### src/rtl/display_tx_scheduler_pkg.sv
// Shared types and constants for the display TX scheduler.
// Build option HOST_CRLF_EN selects the host character transform in the top level.
package display_tx_pkg;

  typedef enum logic [1:0] {
    IDLE  = 2'd0,
    ISSUE = 2'd1,
    CLEAR = 2'd2
  } state_t;

  typedef enum logic {
    SRC_CPU  = 1'b0,
    SRC_HOST = 1'b1
  } source_t;

  localparam logic [7:0] CHR_CR = 8'h8D;
  localparam logic [7:0] CHR_LF = 8'h0A;

  localparam int CLEAR_TICKS_DEFAULT = 119210;
  localparam int CLEAR_CNT_W         = 17;

  // The display ignores LF, so it becomes CR; everything else is shown with bit7 set.
  function automatic logic [7:0] host_xform(input logic [7:0] c);
    if (c == CHR_LF) return CHR_CR;
    return c | 8'h80;
  endfunction

endpackage

### src/rtl/display_tx_scheduler_if.sv
// Display TX port bundle between the scheduler (master) and the display (slave).
interface display_tx_scheduler_if;
  // Handshake: once disp_w_en rises, disp_w_en and disp_din stay constant until the
  // cycle in which disp_ready (qualified by both clock enables) is sampled high at
  // posedge; that edge is the transfer, and disp_w_en drops in the next cycle.
  logic       disp_address;
  logic       disp_w_en;
  logic [7:0] disp_din;
  logic       disp_ready;
  logic       disp_clr_screen;

  modport master (
    output disp_address,
    output disp_w_en,
    output disp_din,
    output disp_clr_screen,
    input  disp_ready
  );

  modport slave (
    input  disp_address,
    input  disp_w_en,
    input  disp_din,
    input  disp_clr_screen,
    output disp_ready
  );
endinterface

### src/rtl/display_tx_scheduler_host_char_fifo.sv
// Synchronous character FIFO: valid/ready push side, pop strobe on the read side.
module host_char_fifo #(
  parameter int FIFO_DEPTH = 16
) (
  input  logic       sys_clock,
  input  logic       reset,
  input  logic       push_valid,
  input  logic [7:0] push_data,
  output logic       push_ready,
  input  logic       pop,
  output logic [7:0] pop_data,
  output logic       empty
);
  localparam int AW = $clog2(FIFO_DEPTH);

  logic [7:0]  mem [FIFO_DEPTH];
  logic [AW:0] wr_ptr;
  logic [AW:0] rd_ptr;
  logic        full;
  logic        push;

  // Pointers carry one extra wrap bit to tell full from empty.
  assign empty      = (wr_ptr == rd_ptr);
  assign full       = (wr_ptr[AW] != rd_ptr[AW]) && (wr_ptr[AW-1:0] == rd_ptr[AW-1:0]);
  assign push_ready = ~full;
  assign push       = push_valid & ~full;
  assign pop_data   = mem[rd_ptr[AW-1:0]];

  always_ff @(posedge sys_clock) begin
    if (reset) begin
      wr_ptr <= '0;
      rd_ptr <= '0;
    end else begin
      if (push)          wr_ptr <= wr_ptr + (AW+1)'(1);
      if (pop && !empty) rd_ptr <= rd_ptr + (AW+1)'(1);
    end
  end

  always_ff @(posedge sys_clock) begin
    if (push) mem[wr_ptr[AW-1:0]] <= push_data;
  end

endmodule

### src/rtl/display_tx_scheduler.sv
// Arbitrates CPU and host characters onto the display TX port and owns screen clear.
// Build option: define HOST_CRLF_EN to map host LF to CR and set bit7 on other host chars.
module display_tx_scheduler
  import display_tx_pkg::*;
#(
  parameter int FIFO_DEPTH  = 16,
  parameter int CLEAR_TICKS = CLEAR_TICKS_DEFAULT
) (
  input  logic                          sys_clock,
  input  logic                          reset,
  input  logic                          pixel_clken,
  input  logic                          cpu_clken,
  input  logic                          cpu_wr,
  input  logic [7:0]                    cpu_din,
  output logic                          cpu_busy,
  input  logic                          host_valid,
  input  logic [7:0]                    host_data,
  output logic                          host_ready,
  input  logic                          clr_req,
  output logic                          clr_busy,
  output logic                          cpu_drop,
  display_tx_scheduler_if.master        disp,
  output state_t                        fsm_state
);
  localparam logic [CLEAR_CNT_W-1:0] LAST_TICK = CLEAR_CNT_W'(CLEAR_TICKS - 1);

  state_t                 state_q, state_d;
  source_t                last_grant_q, last_grant_d;
  logic                   w_en_q, w_en_d;
  logic [7:0]             din_q, din_d;
  logic [CLEAR_CNT_W-1:0] cnt_q, cnt_d;
  logic                   clr_pending_q, clr_pending_d;
  logic [7:0]             cpu_char_q;
  logic                   cpu_busy_q;
  logic                   cpu_drop_q;
  logic                   fifo_empty;
  logic                   fifo_pop;
  logic [7:0]             fifo_data;
  logic [7:0]             host_char;
  logic                   accept;
  logic                   cpu_done;

  host_char_fifo #(.FIFO_DEPTH(FIFO_DEPTH)) u_fifo (
    .sys_clock  (sys_clock),
    .reset      (reset),
    .push_valid (host_valid),
    .push_data  (host_data),
    .push_ready (host_ready),
    .pop        (fifo_pop),
    .pop_data   (fifo_data),
    .empty      (fifo_empty)
  );

`ifdef HOST_CRLF_EN
  assign host_char = host_xform(fifo_data);
`else
  assign host_char = fifo_data;
`endif

  assign accept = w_en_q & disp.disp_ready & pixel_clken & cpu_clken;

  always_comb begin
    state_d       = state_q;
    last_grant_d  = last_grant_q;
    w_en_d        = w_en_q;
    din_d         = din_q;
    cnt_d         = cnt_q;
    clr_pending_d = clr_pending_q | clr_req;
    fifo_pop      = 1'b0;
    cpu_done      = 1'b0;
    case (state_q)
      IDLE: begin
        if (clr_pending_q) begin
          state_d = CLEAR;
        end else if (cpu_busy_q || !fifo_empty) begin
          // CPU wins when it is alone or when the host was served last.
          if (cpu_busy_q && (fifo_empty || last_grant_q == SRC_HOST)) begin
            din_d        = cpu_char_q;
            last_grant_d = SRC_CPU;
          end else begin
            din_d        = host_char;
            fifo_pop     = 1'b1;
            last_grant_d = SRC_HOST;
          end
          w_en_d  = 1'b1;
          state_d = ISSUE;
        end
      end
      ISSUE: begin
        if (accept) begin
          w_en_d   = 1'b0;
          cpu_done = (last_grant_q == SRC_CPU);
          state_d  = IDLE;
        end
      end
      CLEAR: begin
        if (pixel_clken) begin
          if (cnt_q == LAST_TICK) begin
            cnt_d         = '0;
            clr_pending_d = 1'b0;
            state_d       = IDLE;
          end else begin
            cnt_d = cnt_q + CLEAR_CNT_W'(1);
          end
        end
      end
      default: state_d = IDLE;
    endcase
  end

  always_ff @(posedge sys_clock) begin
    if (reset) begin
      state_q       <= IDLE;
      last_grant_q  <= SRC_HOST;
      w_en_q        <= 1'b0;
      din_q         <= '0;
      cnt_q         <= '0;
      clr_pending_q <= 1'b0;
    end else begin
      state_q       <= state_d;
      last_grant_q  <= last_grant_d;
      w_en_q        <= w_en_d;
      din_q         <= din_d;
      cnt_q         <= cnt_d;
      clr_pending_q <= clr_pending_d;
    end
  end

  // The slot stays occupied until its character is accepted, so a write landing in
  // the accept cycle itself is still dropped.
  always_ff @(posedge sys_clock) begin
    if (reset) begin
      cpu_busy_q <= 1'b0;
      cpu_drop_q <= 1'b0;
      cpu_char_q <= '0;
    end else begin
      cpu_drop_q <= cpu_wr & cpu_busy_q;
      if (cpu_wr && !cpu_busy_q) begin
        cpu_char_q <= cpu_din;
        cpu_busy_q <= 1'b1;
      end else if (cpu_done) begin
        cpu_busy_q <= 1'b0;
      end
    end
  end

  assign cpu_busy             = cpu_busy_q;
  assign cpu_drop             = cpu_drop_q;
  assign clr_busy             = (state_q == CLEAR);
  assign disp.disp_clr_screen = (state_q == CLEAR);
  assign disp.disp_w_en       = w_en_q;
  assign disp.disp_din        = din_q;
  assign disp.disp_address    = 1'b0;
  assign fsm_state            = state_q;

endmodule

### src/flat_wrapper.sv
// flat-port wrapper written by rule: the top's interface ports become plain ports
module display_tx_scheduler_flat import display_tx_pkg::*;
#(
  parameter int FIFO_DEPTH  = 16,
  parameter int CLEAR_TICKS = CLEAR_TICKS_DEFAULT
)
  (sys_clock, reset, pixel_clken, cpu_clken, cpu_wr, cpu_din, cpu_busy, host_valid, host_data, host_ready, clr_req, clr_busy, cpu_drop, fsm_state, disp_disp_address, disp_disp_w_en, disp_disp_din, disp_disp_clr_screen, disp_disp_ready);
  display_tx_scheduler_if disp_i ();
  input  logic sys_clock;
  input  logic reset;
  input  logic pixel_clken;
  input  logic cpu_clken;
  input  logic cpu_wr;
  input  logic [7:0] cpu_din;
  output logic cpu_busy;
  input  logic host_valid;
  input  logic [7:0] host_data;
  output logic host_ready;
  input  logic clr_req;
  output logic clr_busy;
  output logic cpu_drop;
  output state_t fsm_state;
  output wire logic [$bits(disp_i.disp_address)-1:0] disp_disp_address;
  output wire logic [$bits(disp_i.disp_w_en)-1:0] disp_disp_w_en;
  output wire logic [$bits(disp_i.disp_din)-1:0] disp_disp_din;
  output wire logic [$bits(disp_i.disp_clr_screen)-1:0] disp_disp_clr_screen;
  input wire logic [$bits(disp_i.disp_ready)-1:0] disp_disp_ready;
  assign disp_disp_address = disp_i.disp_address;
  assign disp_disp_w_en = disp_i.disp_w_en;
  assign disp_disp_din = disp_i.disp_din;
  assign disp_disp_clr_screen = disp_i.disp_clr_screen;
  assign disp_i.disp_ready = disp_disp_ready;
  display_tx_scheduler #(.FIFO_DEPTH(FIFO_DEPTH), .CLEAR_TICKS(CLEAR_TICKS)) u_core (.sys_clock(sys_clock), .reset(reset), .pixel_clken(pixel_clken), .cpu_clken(cpu_clken), .cpu_wr(cpu_wr), .cpu_din(cpu_din), .cpu_busy(cpu_busy), .host_valid(host_valid), .host_data(host_data), .host_ready(host_ready), .clr_req(clr_req), .clr_busy(clr_busy), .cpu_drop(cpu_drop), .disp(disp_i), .fsm_state(fsm_state));
endmodule
### config.mk
export PLATFORM = sky130hd
export DESIGN_NAME = display_tx_scheduler_flat
export DESIGN_NICKNAME = d
export VERILOG_FILES = /design/src/rtl/display_tx_scheduler_pkg.sv /design/src/rtl/display_tx_scheduler_if.sv /design/src/rtl/display_tx_scheduler_host_char_fifo.sv /design/src/rtl/display_tx_scheduler.sv /design/src/flat_wrapper.sv
export SDC_FILE = /design/constraint.sdc
export NUM_CORES = 1
export LEC_CHECK = 0
export ABC_AREA = 1
export ABC_CLOCK_PERIOD_IN_PS = 5400
export BUFFER_PORTS_ARGS = -buffer_cell sky130_fd_sc_hd__buf_2
export CORE_MARGIN = 4
export CORE_UTILIZATION = 40
export DETAILED_ROUTE_END_ITERATION = 6
export GPL_TIMING_DRIVEN = 0
export PLACE_DENSITY = 0.63
export SLEW_MARGIN = 15
export SYNTH_ARGS = -nofsm -noshare
export SYNTH_HDL_FRONTEND = slang
export SYNTH_SLANG_ARGS = --single-unit
export TNS_END_PERCENT = 20
### constraint.sdc
create_clock -name sys_clock -period 5.4 [get_ports sys_clock]
set_input_delay 0.54 -clock sys_clock [delete_from_list [all_inputs] [get_ports sys_clock]]
set_output_delay 0.54 -clock sys_clock [all_outputs]
set_load 0.02 [all_outputs]
### Word-level counts from Yosys, hierarchy flattened

Memory sizes are Yosys's and may differ from the RTL's. A register that Yosys moved wholly into a read port is not among the register bits.
Cells that the tools add are included.

* add/subtract/negate cells: 3
* eq/ne operators: 12
* mux-type cells: 27
* reduce and logical (&&, ||, !) cells: 15
* bitwise gates (word level): 9

Operator list (count)
* 17-bit by 1-bit adder with 17-bit output, second input constant: 1
* 17-bit == test, second input constant: 1
* 17-bit 2-to-1 mux: 1
* 1-bit 2-to-1 mux: 16
* 5-bit by 1-bit adder with 5-bit output, second input constant: 2
* 2-bit 2-to-1 mux: 5
* 4-bit 2-to-1 mux: 2
* 8-bit 2-to-1 mux: 1
* 4-bit AND reduction: 2
* 2-bit by 1-bit inequality test with 1-bit output, second input constant: 3
* 2-bit case mux with 3 select lines: 1
* 1-bit AND: 5
* 5-bit == test: 1
* 4-bit == test: 1
* 1-bit logical AND: 4
* 2-bit inequality test, second input constant: 2
* 2-bit nonzero test: 2
* 3-bit by 1-bit inequality test with 1-bit output, second input constant: 1
* 1-bit inverter: 3
* 3-bit AND reduction: 1
* 2-bit by 1-bit == test with 1-bit output, second input constant: 1
* 2-bit == test, second input constant: 1
* 1-bit logical NOT: 2
* 2-bit logical NOT: 1
* other kinds (5): 6

* input bits: 24
* output and inout bits: 17
* register bits after elaboration: 50
* memories kept: 1
* bits in writable memories: 128
* word-level logic and storage cells: 78

Memories
* u_core.u_fifo.mem: words 16, width 8, read ports 1, clocked after Yosys merged registers in 1, write ports 1, line display_tx_scheduler_host_char_fifo.sv:16 `logic [7:0] mem [FIFO_DEPTH];`

### Logic depth before layout (Yosys ltp)

Gate-level depths: netlist (run 1).

* word-level depth: 10
* gate-level depth with buffers: 12
* depth with buffers taken out: 11

### Cells and area by module

From an unflattened synthesis (run 1), not the netlist that was laid out.

* cell total of the unflattened synthesis: 792
* area total of the unflattened synthesis: 7863.8 µm²

Modules (own cells, without submodules)
* host_char_fifo: cells each 537, seq. area each 4124.0 µm², area an instance 6009.5 µm², instances 1
* display_tx_scheduler: cells each 255, seq. area each 800.8 µm², area an instance 1854.3 µm², instances 1

### Worst setup path after synthesis (run 1)

OpenSTA, ideal clock, no wires.

* kind: register to register
* from: register u_core.u_fifo.wr_ptr[0]
* to: memory u_core.u_fifo.mem[11][0], enable pin
* buffers on the path: 0
* stages on the path, launching flop included: 10
* library setup time: 370 ps
* period minus slack after synthesis: 1998 ps
* arrival time: 1628 ps
* data required time: 5030 ps
* setup slack: 3402 ps
* cells stage by stage: dfxtp_1 inv_1 nand2_1 nand2_1 nor2_1 nand3b_1 nand2_1 inv_1 nand3_1 nor2_1

* word-level cells in the longest chain between the ends: 6

RTL lines
* from (decl): line display_tx_scheduler_host_char_fifo.sv:17 `logic [AW:0] wr_ptr;`
* from (signal assigned): line display_tx_scheduler_host_char_fifo.sv:34 `if (push) wr_ptr <= wr_ptr + (AW+1)'(1);`
* 4-bit == test: line display_tx_scheduler_host_char_fifo.sv:24 `assign full = (wr_ptr[AW] != rd_ptr[AW]) && (wr_ptr[AW-1:0] == rd_ptr[AW-1:0]);`
* 1-bit logical AND: line display_tx_scheduler_host_char_fifo.sv:24
* 1-bit inverter
* net host_ready: line flat_wrapper.sv:18 `output logic host_ready;`
* 1-bit AND: line display_tx_scheduler_host_char_fifo.sv:26 `assign push = push_valid & ~full;`
* 1-bit 2-to-1 mux: line display_tx_scheduler_host_char_fifo.sv:40 `if (push) mem[wr_ptr[AW-1:0]] <= push_data;`
* 1-bit 2-to-1 mux (not written as such): line display_tx_scheduler_host_char_fifo.sv:40
* to (decl): line display_tx_scheduler_host_char_fifo.sv:16

The timed path passes the listed nets, and every way through them passes these cells.

### Worst setup path in the final report (run 1)

* from: register u_core.u_fifo.wr_ptr[3]
* to: memory u_core.u_fifo.mem[1][0], enable pin

* word-level cells in the longest chain between the ends: 6

RTL lines (line)
* 4-bit == test: display_tx_scheduler_host_char_fifo.sv:24
* 1-bit logical AND: display_tx_scheduler_host_char_fifo.sv:24
* 1-bit inverter: display_tx_scheduler_host_char_fifo.sv:26
* 1-bit AND: display_tx_scheduler_host_char_fifo.sv:26
* 1-bit 2-to-1 mux: display_tx_scheduler_host_char_fifo.sv:40
* 1-bit 2-to-1 mux (not written as such): display_tx_scheduler_host_char_fifo.sv:40

Several ways; a longest one is shown, not always the timed one.

==> qor.csv, run 1 <==
metric;value;unit
die_w;150;um
avgViaCountPerCell;4.76;
clk_path_buf_depth;2;
cpLargestDelayFamily;simple AND/OR/NAND/NOR gates;
port_buffers;38;
critPathMaxStageDelay;0.62;ns
relSlewSlack;42.4;%
overflow;0;
ir_drop;0.000241;V
die_area;22600;sq um
synth_top_area_share;47.5;%
crit_required;5.46;ns
crit_end;u_core.u_fifo.mem[1][0];
fill_cells;1937;
yosys_warnings;0;
grt_pass1_wl;28900;um
period_share;43.4;%
drt-total-wl;18600;um
worstSetupEndpointType;flip-flop;
synthDistinctLibCells;37;
slowest_stage;nor2_1;
rows;51;
cp_max_fo;8;
hold_class;primary input to flip-flop;
initial_utilization;41.2;%
grt.total_usage;17.0;%
wl_per_cell;15.1;um
dp_hpwl;13000;um
ys.flop_type;edfxtp_1;
cts_resized;0;
avgSynthCellArea;9.03;sq um
reg2reg_depth;9;
critical_path_class;flip-flop to flip-flop;
final-setup-viol-count;0;
pwr_density_cell;350;nW/um^2
nets;984;
hold_viol;0;
cts_max_level;4;
path_common_cell;nand2_1;
area_growth;13.5;%
crit_chain;inv_2 -> nand2_1 -> nand2_1 -> nor2_2 -> nand3b_1 -> nand2_1 -> inv_1 -> nand2_1 -> nor2_1;
syn-instance-count;896;
io_pins;41;
antenna_found_initial;0;
power.static_leakage;3.84;nW
grt_setup_unrepaired;no;
drc;0;
fin_util;46.7;%
layout-drive-gt1-share;10.9;%
cts_buffers;17;
regArea;4920;sq um
cts_hold_repair.buffers;0;
root_buffer;clkbuf_16;
grt_pass1_vias;5428;
synth-async-reset-ratio;0;%
fin_crit;2.34;ns
drt-pass1-iter-count;5;
finClkSkew;0.00724;ns
status;finished clean;
multi_input_area;2460;sq um
drv_cap;0;
drv_slew;0;
crit_cells;9;
critical_path_arrival;2.40;ns
cts_tree;done;
synth_top_area_cell;edfxtp_1;
postCtsSetupBuffers;0;
vias;5857;
syn_area;8090;sq um
synth_sequential_area_ratio;60.9;%
crit_buf_inv;2;
ys_ff_latch;182;
fin_tns_setup;0;ns
drtIter0Drc;491;
syn_nets;927;
grt_max_degree;17;
clk_latency;0.43;ns
worst_setup_hold_path_clk_slew;0.06;ns
start_kind;flip-flop;
r2r-end;u_core.u_fifo.mem[1][0];
diodes;0;
worstHoldPathCells;3;
core;19700;sq um
reg2reg_from;u_core.u_fifo.wr_ptr[3];
gp_congestion;0.944;
startpoint;u_core.u_fifo.wr_ptr[3];
die_y;150;um
cts.sinks;182;
synth_edf_count;128;
rrSetupSlack;3.06;ns
final_antenna_net_count;0;
synth.area.top_cells;edfxtp_1 48%, dfxtp_1 13%, nand2_1 11%, nand3_1 7.2%, inv_1 6.4%;
worstMarginPinSlew;0.861;ns
fmax;427;MHz
[Yosys cell counts (2+ instances only)]
master and instances:
nand2_4 2, o21a_1 2, buf_2 12, nand3_1 117, nand2_1 235, nor3_1 11
nor2_4 2, ha_1 7, a211oi_1 2, nor2_1 82, inv_2 4, edfxtp_1 128
nor2_2 4, xnor2_1 2, or2_2 2, nor3b_1 4, a21oi_1 32, dfxtp_1 54
inv_1 139, nand4_1 4, xor2_1 4, buf_4 3, o21ai_0 13, clkbuf_1 17
buf_6 2
[registers in the layout, summed over array words and instances (netlist names), named ones only]
signal                 flops
u_core.cnt_q              17
u_core.u_fifo.mem        128
u_core.cpu_drop            1
u_core.cpu_busy            1
u_core.clr_pending_q       1
u_core.last_grant_q        1
u_core.u_fifo.rd_ptr       5
u_core.disp.disp_w_en      1
u_core.fsm_state           2
u_core.u_fifo.wr_ptr       5
u_core.cpu_char_q          8
u_core.disp.disp_din       8
[worst reg2reg max path, cell delays in order, from the launching register on]
cell,delay (ns)
dfxtp_1,0.38
inv_2,0.13
nand2_1,0.06
nand2_1,0.07
nor2_2,0.05
nand3b_1,0.13
nand2_1,0.16
inv_1,0.18
nand2_1,0.20
nor2_1,0.62
[cells by family after synthesis]
| kind of cell | Yosys count | synth area share (%) |
|---|---|---|
| AND/OR/NAND/NOR | 470 | 25.1 |
| adder cells (fa/ha/maj) | 7 | 1.08 |
| buffers and inverters | 178 | 8.77 |
| AO/OA/AOI/OAI | 52 | 3.46 |
| flip-flops | 182 | 60.9 |
| other | 1 | 0.0463 |
| XOR/XNOR | 6 | 0.649 |
[worst min-delay path by stage]
stage                               startpoint                    to  slack (ns)
after floorplan           u_core.cpu_char_q[0]  u_core.cpu_char_q[0]        0.43
after global placement    u_core.cpu_char_q[6]  u_core.cpu_char_q[6]        0.45
after detailed placement  u_core.cpu_char_q[6]  u_core.cpu_char_q[6]        0.45
after CTS                              clr_req  u_core.clr_pending_q        0.32
after global routing                   clr_req  u_core.clr_pending_q        0.34
final                                  clr_req  u_core.clr_pending_q        0.33
[through the flow]
stage | worst slack, ns | total power, mW | area [sq um] | hold slack (ns) | instances
3_5_place_dp | 3.05 | 2.08 | 8610 | 0.451 | 1199
6_report | 3.06 | 3.22 | 9180 | 0.331 | 1231
4_1_cts | 3.04 | 3.24 | 9180 | 0.317 | 1231
5_1_grt | 2.79 | 3.35 | 9180 | 0.336 | 1231
3_3_place_gp | 3.10 | 2.07 | 8610 | 0.449 | 1199
2_1_floorplan | 3.40 | 1.91 | 8090 | 0.430 | 896
[area by class of cell]
type / instances / share of cell area [%]
Sequential cell: 182 / 53.6
Tap cell: 265 / 3.61
Clock inverter: 10 / 0.777
Timing Repair Buffer: 38 / 2.07
Multi-Input combinational cell: 536 / 26.8
Buffer: 35 / 1.88
Clock buffer: 22 / 5.40
Inverter: 143 / 5.85
[routing by layer]
layer / up-vias / track usage (%) / part of all wire [%]
li1: 2982 / - / -
met1: 2703 / 23.4 / 46
met2: 141 / 27.3 / 47
met3: 31 / 2.53 / 4.5
met4: 0 / 6.45 / 2.4
met5: - / 0 / 0
[cells in the final DEF, fill, tap and decap left out, types with 7 or more instances in the layout]
cell type  instances
nand2_1          235
dfxtp_1           54
a21oi_1           32
nor3_1            11
nand3_1          117
ha_1               7
nor2_1            82
inv_1            139
o21ai_0           13
clkbuf_1          18
edfxtp_1         128
clkbuf_16         18
buf_2             50
[report_power, final]
| part | leakage [nW] | switching [mW] | total [mW] | internal, mW |
|---|---|---|---|---|
| combinational | 1.98 | 0.338 | 0.484 | 0.146 |
| sequential | 1.60 | 0.0228 | 1.56 | 1.53 |
| clock | 0.269 | 0.524 | 1.18 | 0.653 |
Note: power is estimated with default switching activity, not from simulation.
==> inputs of run 2 (changes only) <==
Settings changed: ABC_AREA 1 to 0, ABC_CLOCK_PERIOD_IN_PS 5400 to 1950, PLACE_DENSITY 0.63 to 0.65.
Clock period 5.4 ns to 1.95 ns, I/O delays scaled along.
==> qor.csv, run 2 <==
metric;value;unit;change
met2_wirelength;7870;um;-9.8%
pwr_density_cell;996;nW/um^2;+180%
wl_per_cell;18.7;um;+24%
port_buffers;39;;+2.6%
multi_input_area;2700;sq um;+9.7%
worstHoldPathCells;3;;unchanged
fin_util;48.7;%;+2.0 points
rows;50;;-2.0%
vias;4596;;-22%
synth-async-reset-ratio;0;%;unchanged
hold_class;primary input to flip-flop;;
pre_cts_ws;-0.679;ns;-3.73 ns
clk_path_buf_depth;2;;unchanged
yosysMostFrequentCell;edfxtp_1;;
avgSynthCellArea;14.0;sq um;+56%
antenna_found_initial;0;;unchanged
largest_register_ffs;128;;unchanged
status;finished clean;;
drv_cap;0;;unchanged
io_pins;41;;unchanged
synth_edf_count;128;;unchanged
initial_utilization;40.5;%;-0.64 points
die_y;145;um;-3.2%
hold_slack;0.0209;ns;-0.310 ns
yosys_warnings;0;;unchanged
hold_viol;0;;unchanged
cts_max_level;4;;unchanged
r2r-end;u_core.disp.disp_din[2];;
dp_cells;811;;-32%
relSlewSlack;52.1;%;+9.7 points
dpl_cell_area;8050;sq um;-6.6%
drc;0;;unchanged
cp_max_fo;10;;+2
layout_common_cells;128 x edfxtp_1, 52 x dfxtp_1, 41 x buf_2;;
fin_cells;849;;-31%
synthTopCellsByCount;128 x edfxtp_1, 54 x dfxtp_1, 38 x nand2_1, 37 x nor2_1, 33 x mux2i_1;;
drtIter0Drc;345;;-30%
ys.flop_type;edfxtp_1;;
fmax;528;MHz;+24%
root_buffer;clkbuf_16;;
synthDistinctLibCells;51;;+38%
gp_congestion;0.843;;-11%
dp_hpwl;10800;um;-17%
overflow;0;;unchanged
diodes;0;;unchanged
regArea;4930;sq um;about the same
die_area;21200;sq um;-6.3%
drt-total-wl;15900;um;-14%
worstSetupEndpointType;flip-flop;;
worst_setup_hold_path_clk_slew;0.06;ns;about the same
power;9.04;mW;+180%
design_area;9080;sq um;-1.1%
final_antenna_net_count;0;;unchanged
drt-pass1-iter-count;4;;-1
ir_drop;0.000663;V;+170%
rrSetupSlack;0.06;ns;-3.00 ns
worstMarginPinSlew;0.719;ns;-0.142 ns
synth_top_area_cell;edfxtp_1;;
route.layer.met1.wl;6800;um;-21%
hp-start;cpu_din[3];;
critical_path_class;flip-flop to flip-flop;;
syn_nets;569;;-39%
cts_tree;done;;
holdPathEnd;u_core.cpu_char_q[3];;
grt_pass1_vias;4617;;-15%
clk_latency;0.42;ns;about the same
grt.total_usage;15.1;%;-1.9 points
met3WireLength;985;um;+18%
period_share;97.1;%;+54 points
synth_top_area_share;50.9;%;+3.4 points
power.static_leakage;2.96;nW;-23%
critical_path_arrival;2.18;ns;-0.22 ns
layout-drive-gt1-share;26.7;%;+16 points
crit_required;2.24;ns;-3.22 ns
ys_ff_latch;182;;unchanged
final_common_cell;edfxtp_1;;
syn-instance-count;538;;-40%
drv_slew;0;;unchanged
synth_sequential_area_ratio;65.2;%;+4.3 points
core;18600;sq um;-5.1%
finClkSkew;0.00837;ns;+0.00112 ns
grt_setup_unrepaired;yes;;
area_growth;20.2;%;
fin_tns_setup;0;ns;unchanged
synth.area.top_cells;edfxtp_1 51%, dfxtp_1 14%, mux4_2 4.8%, mux2i_1 4.4%, a21oi_1 2.1%;;
start_kind;flip-flop;;
setup_slack;0.0571;ns;-3.00 ns
cts.sinks;182;;unchanged
die_w;145;um;-3.2%
top_layer;met4;;
fill_cells;1584;;-18%
grt_max_degree;17;;unchanged
cts_buffers;17;;unchanged
syn_area;7560;sq um;-6.6%
reg2reg_depth;8;;-1
grt_pass1_wl;24900;um;-14%
avgViaCountPerCell;5.41;;+14%
final-setup-viol-count;0;;unchanged
nets;634;;-36%
fin_crit;1.89;ns;-0.449 ns
[run 2: cell types whose count changed after synthesis, moves of 12 or more]
| cell | before | now |
|---|---|---|
| nand2_1 | 235 | 38 |
| inv_1 | 139 | 6 |
| nand3_1 | 117 | 15 |
| nor2_1 | 82 | 37 |
| mux2i_1 | 0 | 33 |
| mux4_2 | 0 | 16 |
| nand2b_1 | 0 | 12 |
| xnor2_1 | 2 | 14 |
[run 2: layer usage]
metal,GRT usage (%),vias to the layer above
met4,4.89,0
met5,0,-
met2,24.8,146
met1,19.9,2251
met3,3.61,14
li1,-,2185
[run 2: cell families (layout without fill, tap and decap cells)]
kind of cell	Yosys count	after routing	synth area share [%]
compound gates	82	82	7.67
mux	49	49	9.14
xor+xnor	22	22	2.55
simple gates	157	157	11.0
fa+ha+maj	7	7	1.16
flops	182	182	65.2
other cells	1	1	0.0496
buf+inv	38	115	3.26
[run 2: worst max-delay path by stage]
stage                                  startpoint                       to  depth (start not counted)
after global routing                    flip-flop  u_core.disp.disp_din[4]                          8
after CTS                               flip-flop  u_core.disp.disp_din[1]                          8
after detailed placement  u_core.u_fifo.wr_ptr[0]  u_core.u_fifo.mem[2][4]                          5
after floorplan           u_core.u_fifo.wr_ptr[2]  u_core.u_fifo.mem[0][0]                          6
after global placement    u_core.u_fifo.wr_ptr[3]  u_core.u_fifo.mem[1][3]                          6
final                                   flip-flop  u_core.disp.disp_din[2]                          8
[run 2: timing repair]
| action | CTS | global route |
|---|---|---|
| pin swaps | 5 | 5 |
| hold buffers | 1 | 0 |
| endpoints found under the hold margin | 1 | 0 |
| resized for setup | 36 | 37 |
| setup buffers | 7 | 0 |
| setup endpoints to repair | 136 | 103 |
[run 2: worst max-delay path, stage by stage (launching register included)]
cell,delay [ns]
dfxtp_1,0.31
buf_4,0.14
buf_12,0.16
buf_6,0.19
mux2i_1,0.32
a22oi_2,0.13
a21oi_1,0.16
o211a_1,0.22
o221ai_1,0.13
[run 2: cell type report]
type | instances | share of cell area (%)
tap | 234 | 3.22
sequential | 182 | 54.3
buffer | 31 | 2.73
clock inverter | 13 | 1.75
timing repair buffer | 47 | 3.39
multi-input combinational | 318 | 29.7
inverter | 6 | 0.248
clock buffer | 18 | 4.73
[run 2: power by group]
| group | switching [mW] | leakage [nW] | internal [mW] |
|---|---|---|---|
| Combinational | 0.746 | 1.09 | 0.591 |
| Clock | 1.39 | 0.271 | 2.00 |
| Sequential | 0.0725 | 1.60 | 4.25 |
==> inputs of run 3 (changes only) <==
Settings changed: ABC_CLOCK_PERIOD_IN_PS 1950 to 2000, GPL_ROUTABILITY_DRIVEN from default to 0, PLACE_DENSITY 0.65 to 0.63.
Clock period 1.95 ns to 2 ns, I/O delays scaled along.
==> qor.csv, run 3 (same netlist as run 2, synthesis figures left out) <==
metric;value;unit;change
status;finished, violations left;;
violations;negative setup slack;;
cts_tree;done;;
cp_max_fo;10;;unchanged
final_common_cell;edfxtp_1;;
hold_viol;0;;unchanged
initial_utilization;40.5;%;unchanged
root_buffer;clkbuf_16;;
layout_common_cells;128 x edfxtp_1, 54 x dfxtp_1, 43 x buf_2;;
vias;4625;;+0.63%
grt_pass1_wl;25300;um;+1.6%
fin_crit;2.02;ns;+0.126 ns
clk_path_buf_depth;2;;unchanged
worstMarginPinSlew;0.608;ns;-0.110 ns
finClkSkew;0.0172;ns;+0.00888 ns
clock_power_share;41.0;%;+3.6 points
grt_max_degree;17;;unchanged
dp_cells;811;;unchanged
pre_cts_ws;-0.651;ns;+0.0284 ns
core;18600;sq um;unchanged
crit_required;2.29;ns;+0.05 ns
grt_setup_unrepaired;yes;;
largest_register_ffs;128;;unchanged
cts.sinks;182;;unchanged
drc;0;;unchanged
rrSetupSlack;-0.02;ns;-0.08 ns
drtIter0Drc;308;;-11%
port_buffers;39;;unchanged
cts_buffers;17;;unchanged
die_area;21200;sq um;unchanged
reg2reg_depth;7;;-1
nets;635;;+0.16%
period_share;101;%;+3.9 points
start_kind;flip-flop;;
internal_power;7.02;mW;+2.7%
fmax;495;MHz;-6.2%
die_y;145;um;unchanged
crit_chain;buf_4 -> nor2_2 -> buf_2 -> a22oi_1 -> a21oi_1 -> o211a_1 -> o221ai_1;;
worst_setup_hold_path_clk_slew;0.07;ns;about the same
area_growth;19.3;%;
setup_slack;-0.0187;ns;-0.0758 ns
layout-drive-gt1-share;24.8;%;-1.9 points
die_w;145;um;unchanged
fin_cells;851;;+0.24%
drv_cap;0;;unchanged
critical_path_arrival;2.31;ns;+0.13 ns
overflow;0;;unchanged
seqPwrFrac;45.7;%;-2.1 points
switchingPower;2.19;mW;-0.60%
drv_slew;0;;unchanged
ir_drop;0.000695;V;+4.8%
final-setup-viol-count;1;;+1
grt_pass1_vias;4674;;+1.2%
rows;50;;unchanged
p_comb_share;13.3;%;-1.5 points
grt.total_usage;15.4;%;+0.25 points
relSlewSlack;59.4;%;+7.4 points
drt-total-wl;15900;um;+0.12%
power.static_leakage;2.98;nW;+0.57%
clk_latency;0.43;ns;about the same
antenna_found_initial;0;;unchanged
hold_class;primary input to flip-flop;;
diodes;0;;unchanged
pwr_density_cell;1020;nW/um^2;+2.6%
avgViaCountPerCell;5.43;;+0.39%
worstHoldPathCells;3;;unchanged
cts_max_level;4;;unchanged
io_pins;41;;unchanged
dp_hpwl;10800;um;+0.41%
final_antenna_net_count;0;;unchanged
wl_per_cell;18.7;um;-0.12%
drt-pass1-iter-count;5;;+1
critPathMaxStageDelay;0.35;ns;+0.03 ns
critical_path_class;flip-flop to flip-flop;;
worstSetupEndpointType;flip-flop;;
switching_share;23.8;%;-0.59 points
slowest_stage;nor2_2;;
## run 3: cell types whose count changed in the layout (fill, tap and decap cells not counted), moves of 3 or more
| cell | delta |
|---|---|
| a22oi_1 | +6 |
| a22oi_2 | -6 |
| a221oi_1 | +3 |
| buf_12 | -3 |
| bufinv_16 | +3 |
## run 3: worst max-delay path, delay by kind of cell, from the launching register on
| kind | cells | cell delay [ns] |
|---|---|---|
| compound gates | 4 | 0.72 |
| simple gates | 1 | 0.35 |
| flops | 1 | 0.30 |
| buf+inv | 2 | 0.50 |
## run 3: cell type report
type | count | area (sq um)
Fill cell | 1609 | 9630
Sequential cell | 182 | 4920
Multi-Input combinational cell | 318 | 2570
Clock buffer | 17 | 425
Timing Repair Buffer | 47 | 308
Tap cell | 234 | 293
Clock inverter | 15 | 251
Buffer | 32 | 225
Inverter | 6 | 22.5
## run 3: path summary, 6_finish.rpt
check	end	from
worst max-delay path	u_core.disp.disp_din[4]	flip-flop
worst min-delay path	u_core.cpu_char_q[2]	cpu_din[2]
worst max register to register	u_core.disp.disp_din[4]	flip-flop
worst min register to register	u_core.cpu_char_q[2]	u_core.cpu_char_q[2]
## run 3: power groups by stage
stage | logic, mW | registers (mW) | clock network, mW
floorplan | 0.768 | 4.33 | 0
global placement | 1.14 | 4.29 | 0
detailed placement | 1.16 | 4.29 | 0
CTS | 1.21 | 4.21 | 3.84
global route | 1.33 | 4.22 | 4.02
finish | 1.23 | 4.21 | 3.78
## run 3: routing by layer
metal	global-route usage (%)	up-vias	part of all wire, %
li1	-	2180	-
met3	3.89	15	5.4
met4	4.18	0	1.4
met1	20.1	2289	43
met5	0	-	0
met2	25.7	141	50
## run 3: repair_timing
item	CTS	global route
setup buffers	5	2
endpoints found under the setup margin	134	136
hold buffers	1	0
pin swaps	3	3
endpoints found under the hold margin	1	0
resized for setup	25	17
## run 3: stage by stage
step	utilization (%)	setup TNS, ns	hold slack, ns	cell area, sq um	total power [mW]
floorplan	-	-0.755	0.299	7560	5.10
global placement	43.1	-35.43	0.421	8040	5.43
detailed placement	43.2	-34.66	0.429	8050	5.45
CTS	47.7	-9.03	0.00711	8900	9.26
global route	48.4	-1.06	0.0131	9020	9.57
finish	48.4	-0.0187	0.0116	9020	9.21
